File: config.mk
export PLATFORM = sky130hd
export DESIGN_NAME = ysyx_24070014_mem_arbiter
export DESIGN_NICKNAME = d
export VERILOG_FILES = /design/src/rtl/ysyx_24070014_mem_arbiter.sv
export SDC_FILE = /design/constraint.sdc
export NUM_CORES = 1
export LEC_CHECK = 0
export ABC_AREA = 1
export BUFFER_PORTS_ARGS = -buffer_cell sky130_fd_sc_hd__buf_2
export CAP_MARGIN = 40
export CORE_ASPECT_RATIO = 0.6
export CORE_UTILIZATION = 30
export DETAILED_ROUTE_END_ITERATION = 6
export GPL_ROUTABILITY_DRIVEN = 0
export PLACE_DENSITY = 0.6
export REMOVE_ABC_BUFFERS = 1
export SYNTH_ARGS = -nofsm -noshare
export SYNTH_HDL_FRONTEND = slang
export SYNTH_SLANG_ARGS = --single-unit
File: constraint.sdc
create_clock -name clk -period 2.01 [get_ports clk]
set_clock_uncertainty 0.2 [all_clocks]
set_input_delay 0.3015 -clock clk [delete_from_list [all_inputs] [get_ports clk]]
set_output_delay 0.3015 -clock clk [all_outputs]
set_load 0.02 [all_outputs]
File: src/rtl/ysyx_24070014_mem_arbiter.sv
// Purpose: shares one memory request/response port between the IFU and the LSU with round-robin grants.
// Latency: the request is registered on acceptance, is presented to memory the next cycle, and the response is forwarded combinationally.
// Backpressure: only one transaction is outstanding; both req_ready outputs stay low until the response returns.
module ysyx_24070014_mem_arbiter #(
  parameter int ADDR_LEN = 32,
  parameter int DATA_LEN = 32
) (
  input  logic                  clk,
  input  logic                  reset,
  input  logic                  ifu_req_valid,
  input  logic [ADDR_LEN-1:0]   ifu_req_addr,
  output logic                  ifu_req_ready,
  output logic                  ifu_resp_valid,
  output logic [DATA_LEN-1:0]   ifu_resp_data,
  input  logic                  lsu_req_valid,
  input  logic [ADDR_LEN-1:0]   lsu_req_addr,
  input  logic                  lsu_req_wen,
  input  logic [DATA_LEN-1:0]   lsu_req_wdata,
  input  logic [DATA_LEN/8-1:0] lsu_req_wmask,
  output logic                  lsu_req_ready,
  output logic                  lsu_resp_valid,
  output logic [DATA_LEN-1:0]   lsu_resp_data,
  output logic                  mem_req_valid,
  input  logic                  mem_req_ready,
  output logic [ADDR_LEN-1:0]   mem_req_addr,
  output logic                  mem_req_wen,
  output logic [DATA_LEN-1:0]   mem_req_wdata,
  output logic [DATA_LEN/8-1:0] mem_req_wmask,
  input  logic                  mem_resp_valid,
  input  logic [DATA_LEN-1:0]   mem_resp_data
);

  typedef enum logic [1:0] {IDLE, REQ, WAIT} state_t;

  state_t state, state_next;
  logic   owner_lsu;       // 1 = outstanding transaction belongs to the LSU
  logic   last_grant_lsu;  // 1 = LSU won the most recent grant
  logic   grant_ifu, grant_lsu;

  // Round-robin pick: on a tie the requester not granted last wins.
  always_comb begin
    grant_lsu = lsu_req_valid && (!ifu_req_valid || !last_grant_lsu);
    grant_ifu = ifu_req_valid && !grant_lsu;
  end

  // State register.
  always_ff @(posedge clk or negedge reset) begin
    if (!reset) state <= IDLE;
    else        state <= state_next;
  end

  // Next-state and handshake/response outputs; readies are also masked while reset is held.
  always_comb begin
    state_next     = state;
    ifu_req_ready  = 1'b0;
    lsu_req_ready  = 1'b0;
    mem_req_valid  = 1'b0;
    ifu_resp_valid = 1'b0;
    ifu_resp_data  = '0;
    lsu_resp_valid = 1'b0;
    lsu_resp_data  = '0;
    case (state)
      IDLE: begin
        if (reset) begin
          ifu_req_ready = grant_ifu;
          lsu_req_ready = grant_lsu;
          if (grant_ifu || grant_lsu) state_next = REQ;
        end
      end
      REQ: begin
        mem_req_valid = 1'b1;
        if (mem_req_ready) state_next = WAIT;
      end
      WAIT: begin
        if (mem_resp_valid) begin
          if (owner_lsu) begin
            lsu_resp_valid = 1'b1;
            // Stores are acknowledged with zero data.
            lsu_resp_data  = mem_req_wen ? '0 : mem_resp_data;
          end else begin
            ifu_resp_valid = 1'b1;
            ifu_resp_data  = mem_resp_data;
          end
          state_next = IDLE;
        end
      end
      default: state_next = IDLE;
    endcase
  end

  // Capture the granted request, its owner and the round-robin history on acceptance.
  always_ff @(posedge clk or negedge reset) begin
    if (!reset) begin
      owner_lsu      <= 1'b0;
      last_grant_lsu <= 1'b1;
      mem_req_addr   <= '0;
      mem_req_wen    <= 1'b0;
      mem_req_wdata  <= '0;
      mem_req_wmask  <= '0;
    end else if (state == IDLE && (grant_ifu || grant_lsu)) begin
      owner_lsu      <= grant_lsu;
      last_grant_lsu <= grant_lsu;
      mem_req_addr   <= grant_lsu ? lsu_req_addr : ifu_req_addr;
      mem_req_wen    <= grant_lsu && lsu_req_wen;
      mem_req_wdata  <= grant_lsu ? lsu_req_wdata : '0;
      mem_req_wmask  <= grant_lsu ? lsu_req_wmask : '0;
    end
  end

endmodule

==> results_dict.tcl, run 1 <==
set metrics [dict create \
    hpwl_microns 9520 \
    worstSetupEndpointType "output pin" \
    mostFrequentLayoutCells "nand2_1 (240), buf_2 (207), nand3_1 (71), dfrtp_1 (71), buf_4 (57)" \
    fin_util 0.556 \
    setup.worst_path.start_class "flop" \
    crit_fanout 8 \
    worstHoldPathCells 3 \
    clk_latency_ps 330 \
    seq_area_sq_um 1830 \
    ios 277 \
    area_growth_pct 78.8 \
    timing.final.crit_period_ps 2140 \
    synth_top_area_share 0.474 \
    grt_pass1_wl_microns 20300 \
    slew_viol_final 0 \
    cts_buffers 9 \
    hold_start "lsu_req_wdata[22]" \
    port_buffers 276 \
    nFillCells 1146 \
    worstPathArrival_ps 1640 \
    grt_max_degree 61 \
    worst_pin_slew_ps 478 \
    wirelength_microns 15000 \
    irDropWorstVdd_v 0.000605 \
    synth_area_leaders "dfrtp_1 (47%), nand2_1 (24%), nand3_1 (9.6%), nor3_1 (4.2%), inv_1 (4.1%)" \
    fmax_mhz 467 \
    syn_inst 544 \
    drt-pass1-iter-count 4 \
    start_util 0.311 \
    pwr-share-seq 0.291 \
    net-switching-power_mw 4.08 \
    leakage_nw 3.98 \
    clkTransAtPathRegs_ps 70 \
    cts_tree "built" \
    violations "setup timing" \
    wl_per_cell_microns 14.6 \
    grt_usage 0.201 \
    slew_headroom 0.682 \
    die_y_microns 89.2 \
    rrSetupSlack_ps 320 \
    fp.coreArea_sq_um 12200 \
    yosysWarnings 0 \
    die-area_sq_um 13100 \
    cap_violations 0 \
    drive_above_1_share 0.444 \
    min_to "mem_req_wdata[22]$_DFFE_PN0P_" \
    htree_levels 3 \
    outcome "complete, but fails checks" \
    rows 31 \
    cts_max_path_buffers 2 \
    timing.final.ws_setup_ps -129 \
    remaining_drc_errors 0 \
    hold_viol 0 \
    p_int_mw 4.71 \
    fin_crit_sh 1.06 \
    r2r_start "state[1]$_DFFE_PN0P_" \
    place_inst 960 \
    dr_total_vias 4602 \
    ant_nets 0 \
    stdcell_count 1024 \
    hold_ws_ps 9.89 \
    hold_class "in -> reg" \
    antenna_found_initial 1 \
    p_comb_frac 0.518 \
    pwr_density_cell_nw_per_um2 1290 \
    rsz0062_at_grt "yes" \
    fin_setup_tns_ps -2300 \
    layout_commonest_cell "nand2_1" \
    nets 992 \
    grt_pass1_vias 4026 \
    multi_input_area_sq_um 1950 \
    r2r_cells 6 \
    switching_share 0.464 \
    cts-root-buf "clkbuf_16" \
    grt-ovfl-total 0 \
    synth_area_leader_cell "dfrtp_1" \
    ys_ff_latch 73 \
    timing.rr.end "mem_req_wdata[2]$_DFFE_PN0P_" \
    power_frac_clock 0.191 \
    first_iter_violations 222 \
    avgSynthCellArea_sq_um 6.99 \
    cts_sinks 73 \
    finalSetupViolations 61 \
    synth-seq-area-share 0.481 \
    die_w_microns 147 \
    worstPathRequired_ps 1510 \
    synth_area_sq_um 3800 \
    path_class "reg -> out" \
    synth.distinct_cells 19 \
    drt-vias-per-instance 4.49 \
]
-- synth_stat cells (all sizes together) --
| cell type | n |
|---|---|
| nand2 | 243 |
| nand3 | 73 |
| dfrtp | 72 |
| inv | 43 |
| nor2 | 39 |
| nor3 | 32 |
| buf | 27 |
| clkbuf | 11 |
| o21ai | 2 |
| dfstp | 1 |
| o31ai | 1 |
-- logic make-up (layout without fill, tap and decap cells) --
logic type	count (synthesis)	count (layout)	share of synthesized area
compound gates	3	3	0.00560
other cells	0	1	0
simple gates	387	387	0.421
flops	73	73	0.481
buf+inv	81	395	0.0925
-- power groups by stage --
stage | combinational, mW | clock, mW | sequential [mW]
after detailed placement | 4.08 | 0 | 2.54
after global placement | 4.05 | 0 | 2.57
after floorplan | 1.53 | 0 | 3.42
after global routing | 4.99 | 1.78 | 2.64
after CTS | 4.23 | 1.72 | 2.55
final | 4.56 | 1.68 | 2.56
-- registers in the layout, summed over array words and instances, names as in the netlist --
signal,flops
mem_req_wdata,32
mem_req_addr,32
owner_lsu,1
mem_req_wen,1
mem_req_wmask,4
last_grant_lsu,1
state,2
-- per-layer routing --
metal / global-route usage / part of all wire / vias up
met3: 0.0607 / 0.070 / 21
li1: - / - / 2299
met1: 0.252 / 0.43 / 2095
met2: 0.340 / 0.48 / 187
met4: 0.0534 / 0.020 / 0
met5: 0 / 0 / -
-- worst max-delay path: stages, from the launching register on --
cell     delay [ps]
dfrtp_2         420
nor2_4          130
nand3_4         170
buf_16          210
nor3_2          180
buf_4           190
-- how the worst max path moves through the flow --
stage | slack (ps) | start | cells after the start | to
floorplan | -630 | state[1]$_DFFE_PN0P_ | 4 | mem_req_addr[0]$_DFFE_PN0P_
global placement | 280 | state[0]$_DFFE_PN0P_ | 5 | lsu_resp_data[4]
detailed placement | 250 | state[1]$_DFFE_PN0P_ | 6 | lsu_resp_data[13]
CTS | -40 | state[1]$_DFFE_PN0P_ | 6 | lsu_resp_data[3]
global route | -180 | state[0]$_DFFE_PN0P_ | 5 | lsu_resp_data[25]
finish | -130 | state[0]$_DFFE_PN0P_ | 5 | lsu_resp_data[25]
-- metrics by stage --
stage / power, mW / instance area (sq um) / setup slack (ps)
4_1_cts: 8.50 / 6120 / -39.0
3_5_place_dp: 6.62 / 5340 / 250
2_1_floorplan: 4.95 / 3610 / -629
5_1_grt: 9.41 / 6790 / -176
6_report: 8.79 / 6790 / -129
3_3_place_gp: 6.61 / 5340 / 276
-- area by class of cell --
cell class,instances,area share
Antenna cell,1,0.000368
Sequential cell,73,0.269
Clock inverter,7,0.0127
Timing Repair Buffer,336,0.344
Tap cell,165,0.0304
Inverter,43,0.0238
Multi-Input combinational cell,390,0.286
Clock buffer,9,0.0332
-- what timing repair did --
| action | 4_1_cts | 5_1_grt |
|---|---|---|
| gates cloned | 1 | 4 |
| endpoints found under the hold margin | 107 | 0 |
| setup buffers | 2 | 4 |
| pin swaps | 2 | 5 |
| gates resized for setup | 19 | 154 |
| hold buffers | 36 | 0 |
| setup endpoints to repair | 67 | 66 |
(Power assumes the default switching activity.)
==> run 2, diff against run 1 <==
--- a/config.mk
+++ b/config.mk
@@ -8,11 +8,13 @@
 export ABC_AREA = 1
 export BUFFER_PORTS_ARGS = -buffer_cell sky130_fd_sc_hd__buf_2
 export CAP_MARGIN = 40
+export CELL_PAD_IN_SITES_DETAIL_PLACEMENT = 1
+export CELL_PAD_IN_SITES_GLOBAL_PLACEMENT = 2
 export CORE_ASPECT_RATIO = 0.6
-export CORE_UTILIZATION = 30
+export CORE_UTILIZATION = 19
 export DETAILED_ROUTE_END_ITERATION = 6
-export GPL_ROUTABILITY_DRIVEN = 0
-export PLACE_DENSITY = 0.6
+export GPL_ROUTABILITY_DRIVEN = 1
+export PLACE_DENSITY = 0.76
 export REMOVE_ABC_BUFFERS = 1
 export SYNTH_ARGS = -nofsm -noshare
 export SYNTH_HDL_FRONTEND = slang
==> results_dict.tcl, run 2 (synthesis gave the netlist of run 1 again) <==
set metrics [dict create \
    setup.worst_path.start_class "flop" \
    rows 39 \
    fin_util 0.341 \
    fin_crit_sh 1.03 \
    cts_buffers 9 \
    timing.final.ws_setup_ps -70.0 \
    wirelength_microns 17200 \
    ios 277 \
    violations "setup timing" \
    drt-vias-per-instance 4.15 \
    antenna_found_initial 2 \
    cts_tree "built" \
    hpwl_microns 12200 \
    drt-pass1-iter-count 4 \
    outcome "complete, but fails checks" \
    grt_pass1_wl_microns 25700 \
    die_y_microns 112 \
    clk_latency_ps 330 \
    irDropWorstVdd_v 0.000675 \
    hold_start "lsu_req_wmask[2]" \
    gp_congestion 0.740 \
    cts_sinks 73 \
    cts-root-buf "clkbuf_16" \
    cts_max_path_buffers 2 \
    htree_levels 3 \
    drive_above_1_share 0.418 \
    layout_commonest_cell "nand2_1" \
    fp.coreArea_sq_um 19300 \
    timing.final.crit_period_ps 2080 \
    path_class "reg -> out" \
    grt-ovfl-total 0 \
    port_buffers 276 \
    worst_pin_slew_ps 562 \
    cap_violations 0 \
    pwr_density_cell_nw_per_um2 1360 \
    slew_headroom 0.624 \
    r2r_start "state[0]$_DFFE_PN0P_" \
    grt_max_degree 67 \
    grt_usage 0.162 \
    wl_per_cell_microns 15.3 \
    die_w_microns 185 \
    pre_cts_slack_ps 133 \
    leakage_nw 3.94 \
    p_total_mw 8.95 \
    reg_top3 "mem_req_addr x32, mem_req_wdata x32, mem_req_wmask x4" \
    worstSetupEndpointType "output pin" \
    hold_class "in -> reg" \
    ant_nets 0 \
    hold_viol 0 \
    worstPathRequired_ps 1510 \
    fmax_mhz 481 \
    rsz0062_at_grt "yes" \
    dr_total_vias 4639 \
    clkTransAtPathRegs_ps 60 \
    cp-startpoint "state[1]$_DFFE_PN0P_" \
    area_growth_pct 73.2 \
    seq_area_sq_um 1830 \
    multi_input_area_sq_um 1820 \
    crit_fanout 16 \
    worstPathArrival_ps 1580 \
    first_iter_violations 135 \
    nFillCells 2439 \
    remaining_drc_errors 0 \
    grt_pass1_vias 4740 \
    nets 985 \
    finalSetupViolations 23 \
    die-area_sq_um 20600 \
    hold_ws_ps 12.2 \
    slew_viol_final 0 \
    start_util 0.197 \
    mostFrequentLayoutCells "nand2_1 (241), buf_2 (233), nand3_1 (72)" \
]
==> run 2: changes by cell type in the layout (fill, tap and decap cells not counted), sizes merged <==
cell,before,now
bufinv,1,2
dlygate4sd3,36,33
clkinvlp,1,0
buf,296,295
diode,1,2
inv,46,45
clkbuf,13,11
==> run 2: layer usage <==
layer / track usage / routed length, microns
met1: 0.192 / 7360
met2: 0.274 / 8110
met3: 0.0661 / 1550
met4: 0.0328 / 130
met5: 0 / 10
==> run 2: stage by stage <==
stage / setup TNS, ps / std cells / area (sq um)
5_1_grt: -7280 / 1117 / 6580
3_3_place_gp: 0 / 1060 / 5490
4_1_cts: -1010 / 1115 / 6320
6_report: -402 / 1119 / 6580
3_5_place_dp: 0 / 1060 / 5490
2_1_floorplan: -57990 / 506 / 3610
==> run 2: worst max-delay path, cell delays in order (launching register included) <==
cell     delay, ps
dfrtp_1        370
inv_2           60
nor2_4         140
nand3_4        140
buf_16         200
nor3_2         130
buf_2          200
==> run 2: cell type report <==
class,count,area share
antenna,2,0.000761
clock buffer,10,0.0363
clock inverter,6,0.0148
inverter,43,0.0245
multi-input combinational,390,0.277
sequential,73,0.278
tap,266,0.0506
timing repair buffer,329,0.318
==> run 2: path summary, 6_finish.rpt <==
check                                                 to  slack (ps)  cells past startpoint
min in group asynchronous        mem_req_wen$_DFFE_PN0P_         350                      2
max in group asynchronous  mem_req_wdata[15]$_DFFE_PN0P_         470                      3
max                                     lsu_resp_data[8]         -70                      6
min reg2reg                   last_grant_lsu$_DFFE_PN1P_         270                      2
min                         mem_req_wmask[2]$_DFFE_PN0P_          10                      3
max reg2reg                 mem_req_addr[17]$_DFFE_PN0P_         310                      8
==> run 2: repair_timing <==
| action | 4_1_cts | 5_1_grt |
|---|---|---|
| setup endpoints to repair | 67 | 66 |
| hold buffers | 33 | 0 |
| cloned | 1 | 1 |
| gates resized for setup | 27 | 61 |
| endpoints found under the hold margin | 104 | 0 |
| buffers inserted | 5 | 1 |
| pin swaps | 3 | 1 |
==> run 2: report_power, final <==
| group | total (mW) | switching [mW] | internal, mW |
|---|---|---|---|
| registers | 2.58 | 0.403 | 2.18 |
| clock network | 1.82 | 0.682 | 1.14 |
| logic | 4.55 | 3.04 | 1.51 |
